**config.mk**
```make
export PLATFORM = sky130hd
export DESIGN_NAME = event_writer_flat
export DESIGN_NICKNAME = d
export VERILOG_FILES = /design/src/rtl/muon_daq_pkg.sv /design/src/rtl/event_writer_if.sv /design/src/rtl/event_timestamp.sv /design/src/rtl/event_writer.sv /design/src/flat_wrapper.sv
export SDC_FILE = /design/constraint.sdc
export NUM_CORES = 1
export LEC_CHECK = 0
export CORE_ASPECT_RATIO = 2
export CORE_MARGIN = 4
export CORE_UTILIZATION = 30
export CTS_CLUSTER_SIZE = 16
export DETAILED_ROUTE_END_ITERATION = 8
export PLACE_DENSITY = 0.54
export SLEW_MARGIN = 10
export SYNTH_ARGS = -nofsm -noshare
export SYNTH_HDL_FRONTEND = slang
export SYNTH_SLANG_ARGS = --single-unit
```
**constraint.sdc**
```tcl
create_clock -name clk -period 2 [get_ports clk]
set_clock_uncertainty 0.15 [all_clocks]
set_input_delay 0.4 -clock clk [delete_from_list [all_inputs] [get_ports clk]]
set_output_delay 0.4 -clock clk [all_outputs]
set_load 0.02 [all_outputs]
```
**src/rtl/muon_daq_pkg.sv**
```systemverilog
// Shared definitions for the muon DAQ event path: event word layout,
// writer FSM states and the command bytes understood by the FIFO reader.
package muon_daq_pkg;

  localparam int EVT_WIDTH    = 64;
  localparam int EVT_TS_MSB   = 63;
  localparam int EVT_TS_LSB   = 24;
  localparam int EVT_ID_MSB   = 23;
  localparam int EVT_ID_LSB   = 16;
  localparam int EVT_MASK_MSB = 15;
  localparam int EVT_MASK_LSB = 0;

  typedef enum logic [1:0] {
    ST_IDLE     = 2'd0,
    ST_CAPTURE  = 2'd1,
    ST_WRITE    = 2'd2,
    ST_DEADTIME = 2'd3
  } writer_state_t;

  // Reader drains each 64-bit word as two 32-bit halves, upper half first.
  localparam logic [7:0] CMD_NOP      = 8'h00;
  localparam logic [7:0] CMD_READ_HI  = 8'h01;
  localparam logic [7:0] CMD_READ_LO  = 8'h02;
  localparam logic [7:0] CMD_STATUS   = 8'h03;
  localparam logic [7:0] CMD_CLR_DROP = 8'h04;

  function automatic logic [EVT_WIDTH-1:0] pack_event(
    input logic [EVT_TS_MSB-EVT_TS_LSB:0]     ts,
    input logic [EVT_ID_MSB-EVT_ID_LSB:0]     id,
    input logic [EVT_MASK_MSB-EVT_MASK_LSB:0] mask
  );
    logic [EVT_WIDTH-1:0] word;
    word                              = {EVT_WIDTH{1'b0}};
    word[EVT_TS_MSB:EVT_TS_LSB]       = ts;
    word[EVT_ID_MSB:EVT_ID_LSB]       = id;
    word[EVT_MASK_MSB:EVT_MASK_LSB]   = mask;
    return word;
  endfunction

endpackage

```
**src/rtl/event_writer_if.sv**
```systemverilog
// Write side of the 64-bit event FIFO: strobe and data towards the FIFO,
// full flag back from it.
interface event_writer_if;
  import muon_daq_pkg::*;

  logic                 wr_en;
  logic [EVT_WIDTH-1:0] din;
  logic                 full;

  modport master (output wr_en, output din, input full);
  modport slave  (input wr_en, input din, output full);
endinterface

```
**src/rtl/event_timestamp.sv**
```systemverilog
// Free-running timestamp counter; wraps naturally at 2^TS_WIDTH.
// Shared by every block that stamps data with the common time base.
module event_timestamp #(
  parameter int TS_WIDTH = 40
) (
  input  logic                clk,
  input  logic                rst,
  output logic [TS_WIDTH-1:0] ts_o
);

  logic [TS_WIDTH-1:0] ts_q;

  // Counter runs every cycle regardless of any capture arming.
  always_ff @(posedge clk) begin
    if (rst) begin
      ts_q <= {TS_WIDTH{1'b0}};
    end else begin
      ts_q <= ts_q + TS_WIDTH'(1);
    end
  end

  assign ts_o = ts_q;

endmodule

```
**src/rtl/event_writer.sv**
```systemverilog
// Capture side of the event FIFO: opens a coincidence window on the first hit
// rising edge, then writes one {timestamp, event_id, hit_mask} word per event.
module event_writer
  import muon_daq_pkg::*;
#(
  parameter int N_CH     = 16,
  parameter int TS_WIDTH = 40,
  parameter int WINDOW   = 8,
  parameter int DEADTIME = 16
) (
  input  logic             clk,
  input  logic             rst,
  input  logic             enable_i,
  input  logic [N_CH-1:0]  hits_i,
  event_writer_if.master   fifo,
  output logic             busy_o,
  output logic [15:0]      dropped_o
);

  localparam int WIN_W = $clog2(WINDOW + 1);
  localparam int DT_W  = $clog2(DEADTIME + 1);

  if (TS_WIDTH + 8 + N_CH != EVT_WIDTH) begin : g_bad_event_format
    $error("event_writer: TS_WIDTH + 8 + N_CH must equal 64");
  end

  writer_state_t        state_q;
  logic [N_CH-1:0]      hits_q;
  logic [N_CH-1:0]      mask_q;
  logic [N_CH-1:0]      rise;
  logic [TS_WIDTH-1:0]  ts;
  logic [TS_WIDTH-1:0]  ts_lat_q;
  logic [7:0]           event_id_q;
  logic [WIN_W-1:0]     win_cnt_q;
  logic [DT_W-1:0]      dead_cnt_q;
  logic [EVT_WIDTH-1:0] din_q;
  logic [15:0]          dropped_q;

  event_timestamp #(.TS_WIDTH(TS_WIDTH)) u_timestamp (
    .clk  (clk),
    .rst  (rst),
    .ts_o (ts)
  );

  assign rise = hits_i & ~hits_q;

  // Writer FSM with its capture registers; hits_q tracks the lines in every
  // state so a line held high through DEADTIME never looks like a new edge.
  always_ff @(posedge clk) begin
    if (rst) begin
      state_q    <= ST_IDLE;
      hits_q     <= {N_CH{1'b0}};
      mask_q     <= {N_CH{1'b0}};
      ts_lat_q   <= {TS_WIDTH{1'b0}};
      event_id_q <= 8'd0;
      win_cnt_q  <= {WIN_W{1'b0}};
      dead_cnt_q <= {DT_W{1'b0}};
      din_q      <= {EVT_WIDTH{1'b0}};
      dropped_q  <= 16'd0;
    end else begin
      hits_q <= hits_i;
      case (state_q)
        ST_IDLE: begin
          if (enable_i && (|rise)) begin
            state_q   <= ST_CAPTURE;
            ts_lat_q  <= ts;
            mask_q    <= rise;
            win_cnt_q <= {WIN_W{1'b0}};
          end
        end
        ST_CAPTURE: begin
          mask_q <= mask_q | rise;
          if (win_cnt_q == WIN_W'(WINDOW - 1)) begin
            // Last window cycle still contributes its edges to the word.
            state_q <= ST_WRITE;
            din_q   <= pack_event(ts_lat_q, event_id_q, mask_q | rise);
          end else begin
            win_cnt_q <= win_cnt_q + WIN_W'(1);
          end
        end
        ST_WRITE: begin
          // The id advances even on a drop so the reader can see the gap.
          event_id_q <= event_id_q + 8'd1;
          if (fifo.full && (dropped_q != 16'hFFFF)) begin
            dropped_q <= dropped_q + 16'd1;
          end
          dead_cnt_q <= {DT_W{1'b0}};
          state_q    <= ST_DEADTIME;
        end
        ST_DEADTIME: begin
          if (dead_cnt_q == DT_W'(DEADTIME - 1)) begin
            state_q <= ST_IDLE;
          end else begin
            dead_cnt_q <= dead_cnt_q + DT_W'(1);
          end
        end
        default: begin
          state_q <= ST_IDLE;
        end
      endcase
    end
  end

  assign fifo.wr_en = (state_q == ST_WRITE) && !fifo.full;
  assign fifo.din   = din_q;
  assign busy_o     = (state_q != ST_IDLE);
  assign dropped_o  = dropped_q;

endmodule

```
**src/flat_wrapper.sv**
```systemverilog
// flat-port wrapper written by rule: the top's interface ports become plain ports
module event_writer_flat import muon_daq_pkg::*;
#(
  parameter int N_CH     = 16,
  parameter int TS_WIDTH = 40,
  parameter int WINDOW   = 8,
  parameter int DEADTIME = 16
)
  (clk, rst, enable_i, hits_i, busy_o, dropped_o, fifo_wr_en, fifo_din, fifo_full);
  event_writer_if fifo_i ();
  input  logic clk;
  input  logic rst;
  input  logic enable_i;
  input  logic [N_CH-1:0] hits_i;
  output logic busy_o;
  output logic [15:0] dropped_o;
  output wire logic [$bits(fifo_i.wr_en)-1:0] fifo_wr_en;
  output wire logic [$bits(fifo_i.din)-1:0] fifo_din;
  input wire logic [$bits(fifo_i.full)-1:0] fifo_full;
  assign fifo_wr_en = fifo_i.wr_en;
  assign fifo_din = fifo_i.din;
  assign fifo_i.full = fifo_full;
  event_writer #(.N_CH(N_CH), .TS_WIDTH(TS_WIDTH), .WINDOW(WINDOW), .DEADTIME(DEADTIME)) u_core (.clk(clk), .rst(rst), .enable_i(enable_i), .hits_i(hits_i), .fifo(fifo_i), .busy_o(busy_o), .dropped_o(dropped_o));
endmodule
```
==> flow_summary.toml, run 1 <==
[die]
start_util_pct = 30.6
die_width_um = 127
die-area_mm2 = 0.0312
num_io_pins = 102
coreArea_mm2 = 0.0278
fp-row-count = 86
die_h_um = 246

[critical_path]
critPathTopFamily = "buffers and inverters"
cp_max_fo = 5
crit_chain = "clkdlybuf4s50_1 > nand2b_4 > nand4_1 > buf_6 > o41a_4 > mux2i_4 > clkbuf_16 > o32ai_1"
crit_buf_inv = 3
worstPathRequired_ns = 2.24
slowest_stage = "o41a_4"
crit_path_start_kind = "primary input"
path_class = "primary input to flip-flop"
critPathMaxStageDelay_ns = 0.54
rrSetupSlack_ns = -0.07
endpoint_kind = "flip-flop"
worstPathArrival_ns = 2.33

[sta]
layout_min_cycle_time_ns = 2.09
period_share_pct = 104
rsz0062_at_grt = "yes"
hold_violations = 0
fin_tns_setup_ns = -1.41
setup-violations-final = 45
fin_ws_ns = -0.0887
slew_headroom_pct = 60.4
clock.fmax_mhz = 479
tightest_slew_ns = 0.593
maxSlewViolCount = 0

[detailed_routing]
vias = 7813
drt_iter0_drc = 364
finalWirelength_mm = 25.2
routed_via_density = 5.00
ant_nets = 0
drc = 0
wire_per_inst_um = 16.1
first_pass_iters = 5

[global_route]
grt_pass1_vias = 7553
grt_max_degree = 117
antenna_found_initial = 0
overflow = 0
grt_use_total_pct = 14.8
grt_first_pass_wirelength_mm = 38.5

[run_status]
violations = "negative setup slack"
status = "finished, violations left"

[power_and_ir_drop]
cellPowerDensity_mw_per_mm2 = 868
p_sw_share_pct = 30.5
ir_worst_vdd_v = 0.000621
pwr-share-seq_pct = 41.7
power.switching_uw = 3250
intPower_uw = 7410
p_leak_uw = 0.00471
total_power_uw = 10700
combPwrFrac_pct = 21.8
power_frac_clock_pct = 36.5

[place]
io_buffers = 101
hpwl_mm = 15.6
gp_congestion = 0.805

[clocking]
clkLatencyLatePin_ns = 0.52
clock_path_buffers = 3
cts-root-buf = "clkbuf_16"
ctsHoldBuffers = 0
numCtsBuffers = 22
cts_tree = "built"
clock_sinks = 211
cts_max_level = 1
clk_pin_slew_worst_paths_ns = 0.07

[logic_synthesis]
synth.distinct_cells = 58
synth.area.top_cells = "dfxtp_1, nand2_1, a21oi_1"
avgSynthCellArea_um2 = 8.44
synth-seq-cells = 211
synth_enable_flop_cells = 0
synth_warnings = 0
yosysSeqAreaShare_pct = 49.8
synth_cells = 1006
yosys.area.top_type = "dfxtp_1"
async_flop_share_pct = 0
synth_flop_cell = "dfxtp_1"
synth_nets = 1036
yosysTopAreaCellShare_pct = 49.8
syn_area_mm2 = 0.00849

[cells_and_area]
area_delta_synth_final_pct = 44.7
mostFrequentLayoutCells = "dfxtp_1, nand2_1, buf_4"
multi_input_area_mm2 = 0.00452
fillCellCount = 2783
regArea_mm2 = 0.00425
drive_above_1_share_pct = 25.0
num_antenna_cells = 0
final_common_cell = "dfxtp_1"
fin_nets = 1227

[run]
maxCapViolCount = 0

[worst_hold_path]
hold_path.class = "primary input to flip-flop"
==> per-stage QoR <==
step / cell area, µm² / hold WS (ns) / utilization, % / cells / setup WS, ns
floorplan: 8570 / 0.278 / - / 1006 / -0.0810
global placement: 10600 / 0.285 / 38.3 / 1497 / -0.623
detailed placement: 10600 / 0.293 / 38.3 / 1497 / -0.699
CTS: 11400 / 0.0450 / 41.0 / 1541 / -0.0490
global route: 12300 / 0.0524 / 44.2 / 1564 / -0.118
finish: 12300 / 0.0571 / 44.2 / 1564 / -0.0887
==> state kept, by name, indices dropped and copies added, names as in the netlist <==
signal	count
u_core.dead_cnt_q	5
u_core.state_q	2
u_core.dropped_o	16
u_core.win_cnt_q	4
u_core.ts_lat_q	40
u_core.mask_q	16
u_core.hits_q	16
u_core.event_id_q	8
u_core.fifo.din	64
u_core.u_timestamp.ts_o	40
==> cells by family (layout without fill, tap and decap cells) <==
| logic type | count (synthesis) | after routing | synth area share [%] |
|---|---|---|---|
| adder cells (fa/ha/maj) | 10 | 10 | 1.47 |
| AO/OA/AOI/OAI | 225 | 225 | 15.7 |
| buffers and inverters | 100 | 306 | 4.53 |
| XOR/XNOR | 38 | 38 | 3.92 |
| AND/OR/NAND/NOR | 413 | 413 | 23.5 |
| flip-flops | 211 | 211 | 49.8 |
| multiplexers | 9 | 9 | 1.15 |
==> Yosys cell counts (10+ instances only) <==
master	number
dfxtp_1	211
nand2_1	148
a21oi_1	109
nor2_1	76
nand3_1	65
clkbuf_1	62
o21ai_0	58
inv_1	31
nor2b_1	23
nand4_1	22
xor2_1	22
a311oi_1	19
nand2b_1	17
o32ai_1	16
xnor2_1	16
or3_1	12
and3_1	11
and4_1	10
ha_1	10
==> worst reg2reg max path, delay by kind of cell, from the launching register on <==
| kind | cells | cell delay, ns |
|---|---|---|
| buffers and inverters | 2 | 0.36 |
| AOI/OAI and AO/OA | 2 | 0.61 |
| and+or+nand+nor | 2 | 0.22 |
| muxes | 1 | 0.27 |
| DFF | 1 | 0.32 |
==> layer usage <==
layer,part of all wire (%),wire length (µm),GRT usage [%]
met1,37,9360,16.0
met2,57,14300,28.8
met3,2.6,656,1.48
met4,3.5,888,5.72
met5,0,0,0
==> power by group through the flow <==
stage	clock (µW)	sequential (µW)	combinational, µW
2_1_floorplan	0	4520	992
3_3_place_gp	0	4520	1700
3_5_place_dp	0	4520	1720
4_1_cts	4020	4430	1820
5_1_grt	4140	4450	2530
6_report	3890	4440	2330
==> area by class of cell <==
type                    instances  share of cell area, %
repair buffers                235                   18.5
flip-flops and latches        211                   34.6
clock inverters                 7                  0.407
clock buffers                  32                   5.03
inverters                      32                   1.02
multi-input cells             695                   36.8
well taps                     352                   3.59
==> final timing paths <==
check	end	cells after the start	startpoint
worst min-delay path	u_core.win_cnt_q[2]	3	rst
worst max register to register	u_core.mask_q[1]	7	u_core.hits_q[15]
worst max-delay path	u_core.mask_q[1]	8	hits_i[1]
worst min register to register	u_core.fifo.din[48]	2	u_core.ts_lat_q[24]
==> what timing repair did <==
action,in CTS,in global routing
cloned,1,13
endpoints found under the setup margin,195,122
pin swaps,5,69
resized for setup,114,163
buffers inserted,4,10
Note: power is estimated with default switching activity, not from simulation.
==> run 2, diff against run 1 <==
--- a/config.mk
+++ b/config.mk
@@ -8,7 +8,6 @@
 export CORE_ASPECT_RATIO = 2
 export CORE_MARGIN = 4
 export CORE_UTILIZATION = 30
-export CTS_CLUSTER_SIZE = 16
 export DETAILED_ROUTE_END_ITERATION = 8
 export PLACE_DENSITY = 0.54
 export SLEW_MARGIN = 10
==> results of run 2 <==
No change in the layout: final DEF, timing and power equal those of run 1.
